--- src/rtl/nco_multi_if.sv ---
// Config write port of nco_multi: channel/select/data, qualified by a valid/ready handshake.
// Latency: none; this is a plain signal bundle.
// Backpressure: a write transfers only in a cycle where cfg_valid_in and cfg_ready_out are both high.
//
// Signals:
//   cfg_valid_in  - write request from the configuring agent
//   cfg_ready_out - oscillator can accept a write this cycle
//   cfg_ch_in     - target channel
//   cfg_sel_in    - 0 selects the FCW shadow, 1 selects the offset shadow
//   cfg_data_in   - value to write
// Modports: master = configuring agent, slave = nco_multi.
interface nco_multi_if #(
    parameter int CH_BITS  = 2,
    parameter int ACC_BITS = 24
);
    logic                cfg_valid_in;
    logic                cfg_ready_out;
    logic [CH_BITS-1:0]  cfg_ch_in;
    logic                cfg_sel_in;
    logic [ACC_BITS-1:0] cfg_data_in;

    modport master (
        output cfg_valid_in,
        output cfg_ch_in,
        output cfg_sel_in,
        output cfg_data_in,
        input  cfg_ready_out
    );

    modport slave (
        input  cfg_valid_in,
        input  cfg_ch_in,
        input  cfg_sel_in,
        input  cfg_data_in,
        output cfg_ready_out
    );
endinterface

--- src/rtl/nco_multi.sv ---
// Multi-channel NCO: per-channel phase accumulators, shadowed FCW/offset, truncated phase out.
// Latency: 2 edges from en_in to phase_out (accumulator update, then output register).
// Backpressure: cfg_ready_out drops for exactly the cycle after each commit; never stalls the datapath.
//
// Ports:
//   clk_in, rst_n_in - clock (rising edge) and asynchronous active-low reset
//   en_in            - advance every accumulator by its active FCW this cycle
//   commit_in        - copy all shadow FCW/offset registers to the active set at once
//   phase_clr_in     - synchronous clear of all accumulators (wins over en_in)
//   cfg              - config write port (nco_multi_if.slave)
//   phase_out        - channel c at [c*OUT_BITS +: OUT_BITS]
//   wrap_out         - per-channel one-cycle carry-out pulse, aligned with phase_out
//   valid_out        - phase_out holds a new sample (en_in delayed by two edges)
//
// Build option: define NCO_DITHER_EN to add a shared 16-bit LFSR dither ahead of the
// truncation (requires ACC_BITS > OUT_BITS). Without it the output is pure truncation.
module nco_multi #(
    parameter int CH_BITS  = 2,
    parameter int ACC_BITS = 24,
    parameter int OUT_BITS = 10
) (
    input  logic                                clk_in,
    input  logic                                rst_n_in,
    input  logic                                en_in,
    input  logic                                commit_in,
    input  logic                                phase_clr_in,
    nco_multi_if.slave                          cfg,
    output logic [(2**CH_BITS)*OUT_BITS-1:0]    phase_out,
    output logic [(2**CH_BITS)-1:0]             wrap_out,
    output logic                                valid_out
);

    localparam int NUM_CH = 2**CH_BITS;
    localparam int SHIFT  = ACC_BITS - OUT_BITS;

    // ------------------------------------------------------------------
    // State
    // ------------------------------------------------------------------
    logic [ACC_BITS-1:0]        r_acc     [NUM_CH];
    logic [ACC_BITS-1:0]        r_fcw_act [NUM_CH];
    logic [ACC_BITS-1:0]        r_off_act [NUM_CH];
    logic [ACC_BITS-1:0]        r_fcw_sh  [NUM_CH];
    logic [ACC_BITS-1:0]        r_off_sh  [NUM_CH];
    logic [NUM_CH-1:0]          r_carry;
    logic [NUM_CH-1:0]          r_wrap;
    logic [NUM_CH*OUT_BITS-1:0] r_phase_out;
    logic                       r_en_d;
    logic                       r_valid;
    logic                       r_cfg_rdy;

    // ------------------------------------------------------------------
    // Combinational helpers
    // ------------------------------------------------------------------
    logic                       w_wr;
    logic [ACC_BITS-1:0]        w_fcw_fwd [NUM_CH];
    logic [ACC_BITS-1:0]        w_off_fwd [NUM_CH];
    logic [ACC_BITS:0]          w_inc     [NUM_CH];
    logic [OUT_BITS-1:0]        w_phase   [NUM_CH];

    assign w_wr              = cfg.cfg_valid_in && r_cfg_rdy;
    assign cfg.cfg_ready_out = r_cfg_rdy;

`ifdef NCO_DITHER_EN
    // Dither width: only the bits that truncation discards, capped at the LFSR width.
    localparam int DITH_W = (SHIFT > 16) ? 16 : SHIFT;

    logic [15:0]         r_lfsr;
    logic [ACC_BITS-1:0] w_dith;

    assign w_dith = ACC_BITS'(r_lfsr[DITH_W-1:0]);

    // Fibonacci LFSR x^16+x^14+x^13+x^11+1; one step per enabled sample so the
    // dither sequence tracks the sample stream, shared by all channels.
    always_ff @(posedge clk_in or negedge rst_n_in) begin
        if (!rst_n_in) begin
            r_lfsr <= 16'hACE1;
        end else if (en_in) begin
            r_lfsr <= {r_lfsr[14:0], r_lfsr[15] ^ r_lfsr[13] ^ r_lfsr[12] ^ r_lfsr[10]};
        end
    end
`endif

    always_comb begin
        for (int c = 0; c < NUM_CH; c++) begin
            // Shadow value as it will be after this edge: a write accepted in the
            // commit cycle is forwarded straight into the active register.
            w_fcw_fwd[c] = r_fcw_sh[c];
            w_off_fwd[c] = r_off_sh[c];
            if (w_wr && (cfg.cfg_ch_in == CH_BITS'(c))) begin
                if (cfg.cfg_sel_in) begin
                    w_off_fwd[c] = cfg.cfg_data_in;
                end else begin
                    w_fcw_fwd[c] = cfg.cfg_data_in;
                end
            end

            // One extra bit captures the carry-out used for the wrap pulse.
            w_inc[c] = {1'b0, r_acc[c]} + {1'b0, r_fcw_act[c]};

            // Offset add is modulo 2**ACC_BITS (self-determined width), then the
            // top OUT_BITS are kept.
`ifdef NCO_DITHER_EN
            w_phase[c] = OUT_BITS'((r_acc[c] + r_off_act[c] + w_dith) >> SHIFT);
`else
            w_phase[c] = OUT_BITS'((r_acc[c] + r_off_act[c]) >> SHIFT);
`endif
        end
    end

    // ------------------------------------------------------------------
    // Config: shadows, active registers, ready
    // ------------------------------------------------------------------
    always_ff @(posedge clk_in or negedge rst_n_in) begin
        if (!rst_n_in) begin
            for (int c = 0; c < NUM_CH; c++) begin
                r_fcw_sh[c]  <= '0;
                r_off_sh[c]  <= '0;
                r_fcw_act[c] <= '0;
                r_off_act[c] <= '0;
            end
            r_cfg_rdy <= 1'b1;
        end else begin
            for (int c = 0; c < NUM_CH; c++) begin
                r_fcw_sh[c] <= w_fcw_fwd[c];
                r_off_sh[c] <= w_off_fwd[c];
                // All channels switch on the same edge, so retuning is phase-coherent.
                if (commit_in) begin
                    r_fcw_act[c] <= w_fcw_fwd[c];
                    r_off_act[c] <= w_off_fwd[c];
                end
            end
            // Hold off writes for the cycle after a commit; back-to-back commits
            // keep the port closed.
            r_cfg_rdy <= !commit_in;
        end
    end

    // ------------------------------------------------------------------
    // Phase accumulators
    // ------------------------------------------------------------------
    always_ff @(posedge clk_in or negedge rst_n_in) begin
        if (!rst_n_in) begin
            for (int c = 0; c < NUM_CH; c++) begin
                r_acc[c] <= '0;
            end
            r_carry <= '0;
            r_en_d  <= 1'b0;
        end else begin
            for (int c = 0; c < NUM_CH; c++) begin
                if (phase_clr_in) begin
                    // A clear is not a wrap: no carry recorded.
                    r_acc[c]   <= '0;
                    r_carry[c] <= 1'b0;
                end else if (en_in) begin
                    // Uses the active FCW held at this edge; a commit on the same
                    // edge only affects the next increment.
                    r_acc[c]   <= w_inc[c][ACC_BITS-1:0];
                    r_carry[c] <= w_inc[c][ACC_BITS];
                end else begin
                    r_carry[c] <= 1'b0;
                end
            end
            r_en_d <= en_in;
        end
    end

    // ------------------------------------------------------------------
    // Output register: runs every cycle so offset commits reach phase_out
    // even while en_in is low. Carry and valid are delayed one more edge to
    // line up with the phase derived from the updated accumulator.
    // ------------------------------------------------------------------
    always_ff @(posedge clk_in or negedge rst_n_in) begin
        if (!rst_n_in) begin
            r_phase_out <= '0;
            r_wrap      <= '0;
            r_valid     <= 1'b0;
        end else begin
            for (int c = 0; c < NUM_CH; c++) begin
                r_phase_out[c*OUT_BITS +: OUT_BITS] <= w_phase[c];
            end
            r_wrap  <= r_carry;
            r_valid <= r_en_d;
        end
    end

    assign phase_out = r_phase_out;
    assign wrap_out  = r_wrap;
    assign valid_out = r_valid;

endmodule

--- src/flat_wrapper.sv ---
// flat-port wrapper written by rule: the top's interface ports become plain ports
module nco_multi_flat 
#(
    parameter int CH_BITS  = 2,
    parameter int ACC_BITS = 24,
    parameter int OUT_BITS = 10
)
  (clk_in, rst_n_in, en_in, commit_in, phase_clr_in, phase_out, wrap_out, valid_out, cfg_cfg_valid_in, cfg_cfg_ch_in, cfg_cfg_sel_in, cfg_cfg_data_in, cfg_cfg_ready_out);
  nco_multi_if #(.CH_BITS(CH_BITS), .ACC_BITS(ACC_BITS)) cfg_i ();
  input  logic clk_in;
  input  logic rst_n_in;
  input  logic en_in;
  input  logic commit_in;
  input  logic phase_clr_in;
  output logic [(2**CH_BITS)*OUT_BITS-1:0] phase_out;
  output logic [(2**CH_BITS)-1:0] wrap_out;
  output logic valid_out;
  input wire logic [$bits(cfg_i.cfg_valid_in)-1:0] cfg_cfg_valid_in;
  input wire logic [$bits(cfg_i.cfg_ch_in)-1:0] cfg_cfg_ch_in;
  input wire logic [$bits(cfg_i.cfg_sel_in)-1:0] cfg_cfg_sel_in;
  input wire logic [$bits(cfg_i.cfg_data_in)-1:0] cfg_cfg_data_in;
  output wire logic [$bits(cfg_i.cfg_ready_out)-1:0] cfg_cfg_ready_out;
  assign cfg_i.cfg_valid_in = cfg_cfg_valid_in;
  assign cfg_i.cfg_ch_in = cfg_cfg_ch_in;
  assign cfg_i.cfg_sel_in = cfg_cfg_sel_in;
  assign cfg_i.cfg_data_in = cfg_cfg_data_in;
  assign cfg_cfg_ready_out = cfg_i.cfg_ready_out;
  nco_multi #(.CH_BITS(CH_BITS), .ACC_BITS(ACC_BITS), .OUT_BITS(OUT_BITS)) u_core (.clk_in(clk_in), .rst_n_in(rst_n_in), .en_in(en_in), .commit_in(commit_in), .phase_clr_in(phase_clr_in), .cfg(cfg_i), .phase_out(phase_out), .wrap_out(wrap_out), .valid_out(valid_out));
endmodule
--- config.mk ---
export PLATFORM = sky130hd
export DESIGN_NAME = nco_multi_flat
export DESIGN_NICKNAME = d
export VERILOG_FILES = /design/src/rtl/nco_multi_if.sv /design/src/rtl/nco_multi.sv /design/src/flat_wrapper.sv
export SDC_FILE = /design/constraint.sdc
export NUM_CORES = 1
export LEC_CHECK = 0
export CORE_ASPECT_RATIO = 0.9
export CORE_UTILIZATION = 49
export DETAILED_ROUTE_END_ITERATION = 8
export GPL_ROUTABILITY_DRIVEN = 0
export GPL_TIMING_DRIVEN = 0
export PLACE_DENSITY = 0.66
export SLEW_MARGIN = 5
export SYNTH_ARGS = -nofsm -noshare
export SYNTH_HDL_FRONTEND = slang
export SYNTH_SLANG_ARGS = --single-unit
--- constraint.sdc ---
create_clock -name clk_in -period 8.17 [get_ports clk_in]
set_input_delay 1.634 -clock clk_in [delete_from_list [all_inputs] [get_ports clk_in]]
set_output_delay 1.634 -clock clk_in [all_outputs]
set_load 0.01 [all_outputs]
Word-level counts from Yosys, hierarchy flattened
Cells that the tools add are included.
- $add $sub $neg: 8
- multiply operators: 0
- divide/modulo/power cells: 0
- magnitude comparators: 0
- eq/ne operators: 3
- shifts and indexed selects: 0
- mux-type cells: 32
- bitwise gates (word level): 0
- reduce and logical (&&, ||, !) cells: 8
- operators with widths (operator ; count):
    $mux W24 ; 24
    $add A24 B24 Y25 ; 4
    $add A24 B24 Y24 ; 4
    $mux W1 ; 8
    $logic_and A1 B1 Y1 ; 5
    $eq A2 B2 Y1 const B ; 2
    $eq A2 B1 Y1 const B ; 1
    $logic_not A2 Y1 ; 1
    $reduce_bool A2 Y1 ; 1
    $logic_not A1 Y1 ; 1
- register bits: 531
- bits in latches: 0
- RAM bits: 0
- bits in read-only memories: 0
- input bits: 33
- output and inout port bits: 46
- memories: 0

Longest topological paths before layout
Gate-level depths: netlist (run 1).
- word-level depth: 3
- mapped depth: 11
- mapped depth without buffers: 11

Least setup slack after synthesis (run 1)
Ideal clock, no wire load.
- kind: input to register
- from: input port cfg_cfg_ch_in[1]
- to: register u_core.r_fcw_act[51] (netlist bit)
- arrival time: 2.986 ns
- setup slack: 5.067 ns
- cell stages on the path: 6
- cell sequence: nand3b_1 > nor2_1 > clkbuf_1 > mux2_2 > nor2_1 > nor2_1
- RTL lines (element ; RTL line ; source):
    start, declared ; flat_wrapper.sv:19 ; input wire logic [$bits(cfg_i.cfg_ch_in)-1:0] cfg_cfg_ch_in;
    end signal, assigned by index ; nco_multi.sv:128 ; r_fcw_act[c] <= w_fcw_fwd[c];
    end, declared ; nco_multi.sv:40 ; logic [ACC_BITS-1:0] r_fcw_act [NUM_CH];

Worst setup path in the final report (run 1)
- from: input port en_in
- to: register u_core.r_carry[1]
- longest elaborated chain between the ends: 2
- ends and longest elaborated chain (element ; RTL line ; source):
    start, declared ; flat_wrapper.sv:12 ; input logic en_in;
    $mux W1 ; nco_multi.sv:154 ; end else if (en_in) begin
    $mux W1 ; nco_multi.sv:150 ; if (phase_clr_in) begin
    end signal, assigned by index ; nco_multi.sv:158 ; r_carry[c] <= w_inc[c][ACC_BITS];
    end, declared ; nco_multi.sv:44 ; logic [NUM_CH-1:0] r_carry;
Every way passes these cells.
A chain may end at the register's enable or synchronous reset.

==> qor.txt, run 1 <==
CTS Buf Count - 55
WS Path Type - input port to flip-flop
hold buffer count at CTS - 0
fin crit share - 53.59%
post-layout min period - 4378 ps
multiplexer share of the synthesized area - 9.826%
most frequent cells in the layout - nor2_1 (689), dfrtp_1 (530), mux2_2 (192), ha_1 (184), a21oi_1 (109)
Post-DRT Antenna Nets - 0
grt ovf - 0
hold path start - u_core.r_carry[3]$_DFF_PN0_
Iteration-0 DRC Markers - 1696
Seq/Total Area, Yosys - 50.76%
RR Startpoint - u_core.r_acc[72]$_DFFE_PN0P_
CP max-delay cell - clkbuf_1
CTS resizes - 0
final core utilization - 56.91%
clock-pin slew on the worst setup and hold paths - 60 ps
GRT Total Usage - 26.20%
Starting Density - 50.17%
Final setup violation count - 0
CP peak stage delay - 790 ps
warnings from Yosys - 0
Clock Path Buffers - 3
global-route wire length before repair - 110100 um
Cells after Synth - 2505
largest family of logic cells by synthesized area - simple AND/OR/NAND/NOR gates
worst-margin pin slew - 1291 ps
Max IR drop VDD - 0.0002094 V
Hold Crit Class - flip-flop to flip-flop
xor/xnor cell area share of the yosys netlist - 3.747%
Adder-Cell Fraction of Synth Area - 9.099%
Critical Path Start - en_in
WP buf/inv - 4
commonest non-fill, non-tap cell in the layout - nor2_1
Port Buf Inserts - 78
Detailed Place HPWL - 49210 um
worst endpoint data arrival time - 4820 ps
post-synth top area cell - dfrtp_1
Synth Area in Compound Gates - 10.26%
CTS tree - yes
Critical Path Sink Type - flip-flop
number of synthesized register bits - 531
dominant cells by area after synthesis - dfrtp_1 (51%), nor2_1 (9.9%), ha_1 (8.8%), mux2_2 (8.3%), xnor2_1 (2.3%)
Residual DRC - 0
vias - 19160
WL/cell - 20.63 um
share of cells above drive strength 1 - 11.50%
Yosys top cell area share - 50.66%
Total Wirelength - 69580 um
worst path cell trace - clkdlybuf4s50_1 -> clkbuf_1 -> nor2b_1 -> buf_1 -> clkbuf_1 -> o21ai_0 -> o21ai_0
Layout Nets - 2865
Layout Skew - 19.27 ps
root buf cell - clkbuf_16
H-tree levels - 2
synthesized cell area - 26180 sq um
top_reg_cell synth - dfrtp_1
post-synthesis simple-gate area fraction - 14.60%
Sink Count - 531
synth unique cells - 79
syn_nets - 2726
Die Span Y - 221.3 um
number of flops mapped to enable cells by yosys - 0
area grow syn2layout - 13.44%
vias in the first global route - 19210
initial antenna violation count - 8
max cap viols - 0
status - complete, no violations
largest net degree at the start of global routing - 120
setup TNS - 0 ps
Leak - 14.01 nW
pwr dens - 308.6 nW/um^2
DRT Pass-1 Iters - 5
Async SR Flop Fraction - 100.0%
Die X - 245.7 um
required time worst endpoint - 8610 ps
# IOs - 79
Final Hold Fails - 0
Post-Layout Inst Area - 29700 sq um
family with the most delay on the worst path - buffers and inverters
Post-CTS Setup Inserts - 0
Startpoint Class - input port
die footprint - 54360 sq um
Worst slew margin - 13.93%
clk_lat worst skew - 610 ps
Placed Area - 27940 sq um
vias per inst - 5.682
RSZ-0062 raised after global routing - false
Std-Cell Rows - 79
Final Slew Violations - 0
Syn Area/Cell - 10.45 sq um
CORE AREA - 52190 sq um
crit path max fanout - 10
FMAX - 228.4 MHz
==> state kept, by name (all words and copies together), names as in the netlist <==
signal                    cells
u_core.r_off_act             96
u_core.cfg.cfg_ready_out      1
u_core.r_acc                 96
u_core.phase_out             40
u_core.r_carry                4
u_core.wrap_out               4
u_core.r_fcw_sh              96
u_core.valid_out              1
u_core.r_en_d                 1
u_core.r_off_sh              96
u_core.r_fcw_act             96
==> worst paths after layout <==
kind,to,slack [ps],cells past startpoint
worst min register to register,u_core.wrap_out[3]$_DFF_PN0_,350,0
worst max-delay path,u_core.r_carry[1]$_DFF_PN0_,3790,7
min in group asynchronous,u_core.phase_out[2]$_DFF_PN0_,990,1
max in group asynchronous,u_core.r_off_act[8]$_DFFE_PN0P_,5620,3
worst max register to register,u_core.r_carry[0]$_DFF_PN0_,4710,11
worst min-delay path,u_core.wrap_out[3]$_DFF_PN0_,350,0
==> power breakdown <==
group	internal, mW	switching [mW]	total, mW
Combinational	1.43	1.68	3.11
Sequential	3.24	0.341	3.59
Clock	1.44	1.03	2.47
==> cell usage after synthesis, drive strengths merged, types with 6 or more instances <==
cell and number:
nor2 689, dfrtp 530, mux2 192, ha 184
a21oi 112, nand2 86, clkbuf 79, o21ai 78
a21o 70, xnor2 68, xor2 44, mux2i 41
nand3 34, inv 26, nand4 18, nor3 18
nand2b 16, o21a 15, a211oi 13, nor2b 13
o21bai 13, and3 12, or3 12, a31oi 11
buf 11, o211ai 11, a21boi 7, a221o 7
a22o 7, and4 6
==> through the flow <==
step | setup slack [ps] | std cells | power [mW] | hold WS (ps)
4_1_cts | 3819 | 3367 | 9.191 | 347.3
2_1_floorplan | 5067 | 2505 | 5.760 | 331.2
6_report | 3792 | 3373 | 9.166 | 347.9
3_3_place_gp | -17730 | 3271 | 6.580 | 334.9
5_1_grt | 3714 | 3368 | 9.743 | 353.8
3_5_place_dp | 3204 | 3275 | 6.696 | 334.7
==> routing by layer <==
metal | part of all wire [%] | vias up | track usage [%]
met4 | 3.1 | 0 | 8.195
met5 | 0 | - | 0
met3 | 6.5 | 132 | 4.973
met2 | 44 | 532 | 40.09
met1 | 46 | 9544 | 37.54
li1 | - | 8956 | -
==> layout make-up <==
class                   count  area [sq um]
diodes                      6         15.01
plain buffers              90         346.6
clock buffers              77          1589
clock inverters            15         158.9
fillers                  4431         22490
inverters                  27         101.3
multi-input cells        1857         12440
flip-flops and latches    531         13290
well taps                 688         860.8
repair buffers             82         895.9
==> logic make-up (layout without fill, tap and decap cells) <==
family / after synthesis / in the layout
fa+ha+maj: 188 / 188
flops: 531 / 531
other cells: 0 / 6
simple gates: 923 / 923
xor+xnor: 112 / 112
mux: 233 / 233
buf+inv: 117 / 291
compound gates: 401 / 401
Power figures use the tool's default switching activity.
==> run 2, diff against run 1 <==
--- a/config.mk
+++ b/config.mk
@@ -10,7 +10,7 @@
 export DETAILED_ROUTE_END_ITERATION = 8
 export GPL_ROUTABILITY_DRIVEN = 0
 export GPL_TIMING_DRIVEN = 0
-export PLACE_DENSITY = 0.66
+export PLACE_DENSITY = 0.68
 export SLEW_MARGIN = 5
 export SYNTH_ARGS = -nofsm -noshare
 export SYNTH_HDL_FRONTEND = slang
==> constraint.sdc (replaced) <==
create_clock -name clk_in -period 3.7 [get_ports clk_in]
set_input_delay 0.74 -clock clk_in [delete_from_list [all_inputs] [get_ports clk_in]]
set_output_delay 0.74 -clock clk_in [all_outputs]
set_load 0.01 [all_outputs]
==> qor.txt, run 2 (synthesis gave the netlist of run 1 again) <==
commonest non-fill, non-tap cell in the layout - nor2_1
Detailed Place HPWL - 49000 um
most frequent cells in the layout - nor2_1 (689), dfrtp_1 (530), mux2_2 (192), ha_1 (184), a21oi_1 (109)
Post-CTS Setup Inserts - 0
Final Hold Fails - 0
Starting Density - 50.17%
root buf cell - clkbuf_16
Port Buf Inserts - 78
Iteration-0 DRC Markers - 1374
fin crit share - 94.54%
fillers - 4350
Post-DRT Antenna Nets - 0
sw power - 6.773 mW
H-tree levels - 2
initial antenna violation count - 5
setup ws final - 202.1 ps
Layout Nets - 2864
grt ovf - 0
family with the most delay on the worst path - buffers and inverters
Finished Layout Cells - 3369
Leak - 14.04 nW
Std-Cell Rows - 79
sw frac - 33.16%
DRT Pass-1 Iters - 7
worst path cell trace - clkdlybuf4s50_1 -> clkbuf_1 -> nor2b_1 -> buf_1 -> clkbuf_1 -> o21ai_0 -> o21ai_0
clk_lat worst skew - 610 ps
GRT Total Usage - 26.34%
final core utilization - 56.98%
WL/cell - 20.82 um
post-layout min period - 3498 ps
Hold Crit Class - input port to asynchronous set/reset pin
clock group share of total power - 27.5%
FF-to-FF path depth - 11
CP peak stage delay - 850 ps
die footprint - 54360 sq um
vias per inst - 5.686
vias - 19160
area grow syn2layout - 13.59%
largest net degree at the start of global routing - 121
Die X - 245.7 um
vias in the first global route - 19430
CORE AREA - 52190 sq um
global-route wire length before repair - 110500 um
Critical Path Sink Type - flip-flop
Sink Count - 531
max cap viols - 0
CTS Buf Count - 54
internal power - 13.65 mW
Comb pwr share - 33.8%
share of cells above drive strength 1 - 11.42%
CTS resizes - 0
Residual DRC - 0
CTS tree - yes
WS Path Type - input port to flip-flop
Total Wirelength - 70150 um
Max IR drop VDD - 0.0003943 V
Clock Path Buffers - 3
crit path max fanout - 10
clock-pin slew on the worst setup and hold paths - 60 ps
RSZ-0062 raised after global routing - false
Hold WS - 172.9 ps
worst endpoint data arrival time - 3930 ps
worst-margin pin slew - 1134 ps
Die Span Y - 221.3 um
status - complete, no violations
required time worst endpoint - 4130 ps
CP max-delay cell - clkbuf_1
pwr dens - 686.8 nW/um^2
Final Slew Violations - 0
DP Cell Count - 3275
Sequential Power Share - 38.8%
hold buffer count at CTS - 0
Startpoint Class - input port
CP Depth - 7
Layout Skew - 25.14 ps
Worst slew margin - 24.13%
WP buf/inv - 4
FMAX - 285.9 MHz
Final setup violation count - 0
# IOs - 79
Post-Place Worst Slack - -316.7 ps
run 2: cell types whose count changed in the layout (fill, tap and decap cells not counted):
cell / delta
bufinv_16: +2
clkbuf_1: +3
clkinv_2: -3
clkinv_4: +1
clkinvlp_4: -2
diode_2: -5
run 2: path summary, 6_finish.rpt:
check,startpoint,endpoint,slack [ps]
worst max-delay path,en_in,u_core.r_carry[1]$_DFF_PN0_,200
worst min-delay path,rst_n_in,u_core.phase_out[5]$_DFF_PN0_,170
worst max register to register,u_core.r_acc[72]$_DFFE_PN0P_,u_core.r_carry[0]$_DFF_PN0_,230
worst min register to register,u_core.r_carry[1]$_DFF_PN0_,u_core.wrap_out[1]$_DFF_PN0_,350
max in group asynchronous,rst_n_in,u_core.r_off_act[9]$_DFFE_PN0P_,1990
min in group clk_in,u_core.r_carry[1]$_DFF_PN0_,u_core.wrap_out[1]$_DFF_PN0_,350
run 2: layer usage:
metal  vias to the layer above  part of all wire [%]  GRT usage, %
li1                       8949                     -             -
met1                      9541                    45         36.65
met2                       532                    46         41.63
met3                       135                   5.4         3.651
met4                         0                   3.7         10.26
met5                         -                     0             0
run 2: worst reg2reg max path: cells and delay by family (launching register included):
kind,cells,cell delay [ps]
and+or+nand+nor,2,260
adders and majority gates,2,690
DFF,1,400
AOI/OAI and AO/OA,7,1960
run 2: stage by stage:
step           TNS [ps]  cell area, sq um  power, mW
2_1_floorplan         0             26180      12.72
3_3_place_gp          -             27820      14.53
3_5_place_dp     -884.1             27940      14.78
4_1_cts               0             29740      20.45
5_1_grt               0             29740      21.65
6_report              0             29740      20.42
run 2: final cells by class:
cell class	count	area, sq um	area share [%]
inverter	27	101.3	0.3408
sequential	531	13290	44.69
tap	688	860.8	2.895
timing repair buffer	82	895.9	3.012
buffer	90	346.6	1.165
clock buffer	80	1600	5.381
clock inverter	13	197.7	0.6648
antenna	1	2.502	0.008415
multi-input combinational	1857	12440	41.85
run 2: power groups by stage:
| stage | logic, mW | registers [mW] | clock network [mW] |
|---|---|---|---|
| 6_report | 6.89 | 7.92 | 5.61 |
| 5_1_grt | 7.66 | 8.06 | 5.93 |
| 4_1_cts | 6.85 | 7.91 | 5.68 |
| 3_5_place_dp | 6.78 | 8.00 | 0 |
| 3_3_place_gp | 6.52 | 8.01 | 0 |
| 2_1_floorplan | 4.85 | 7.87 | 0 |
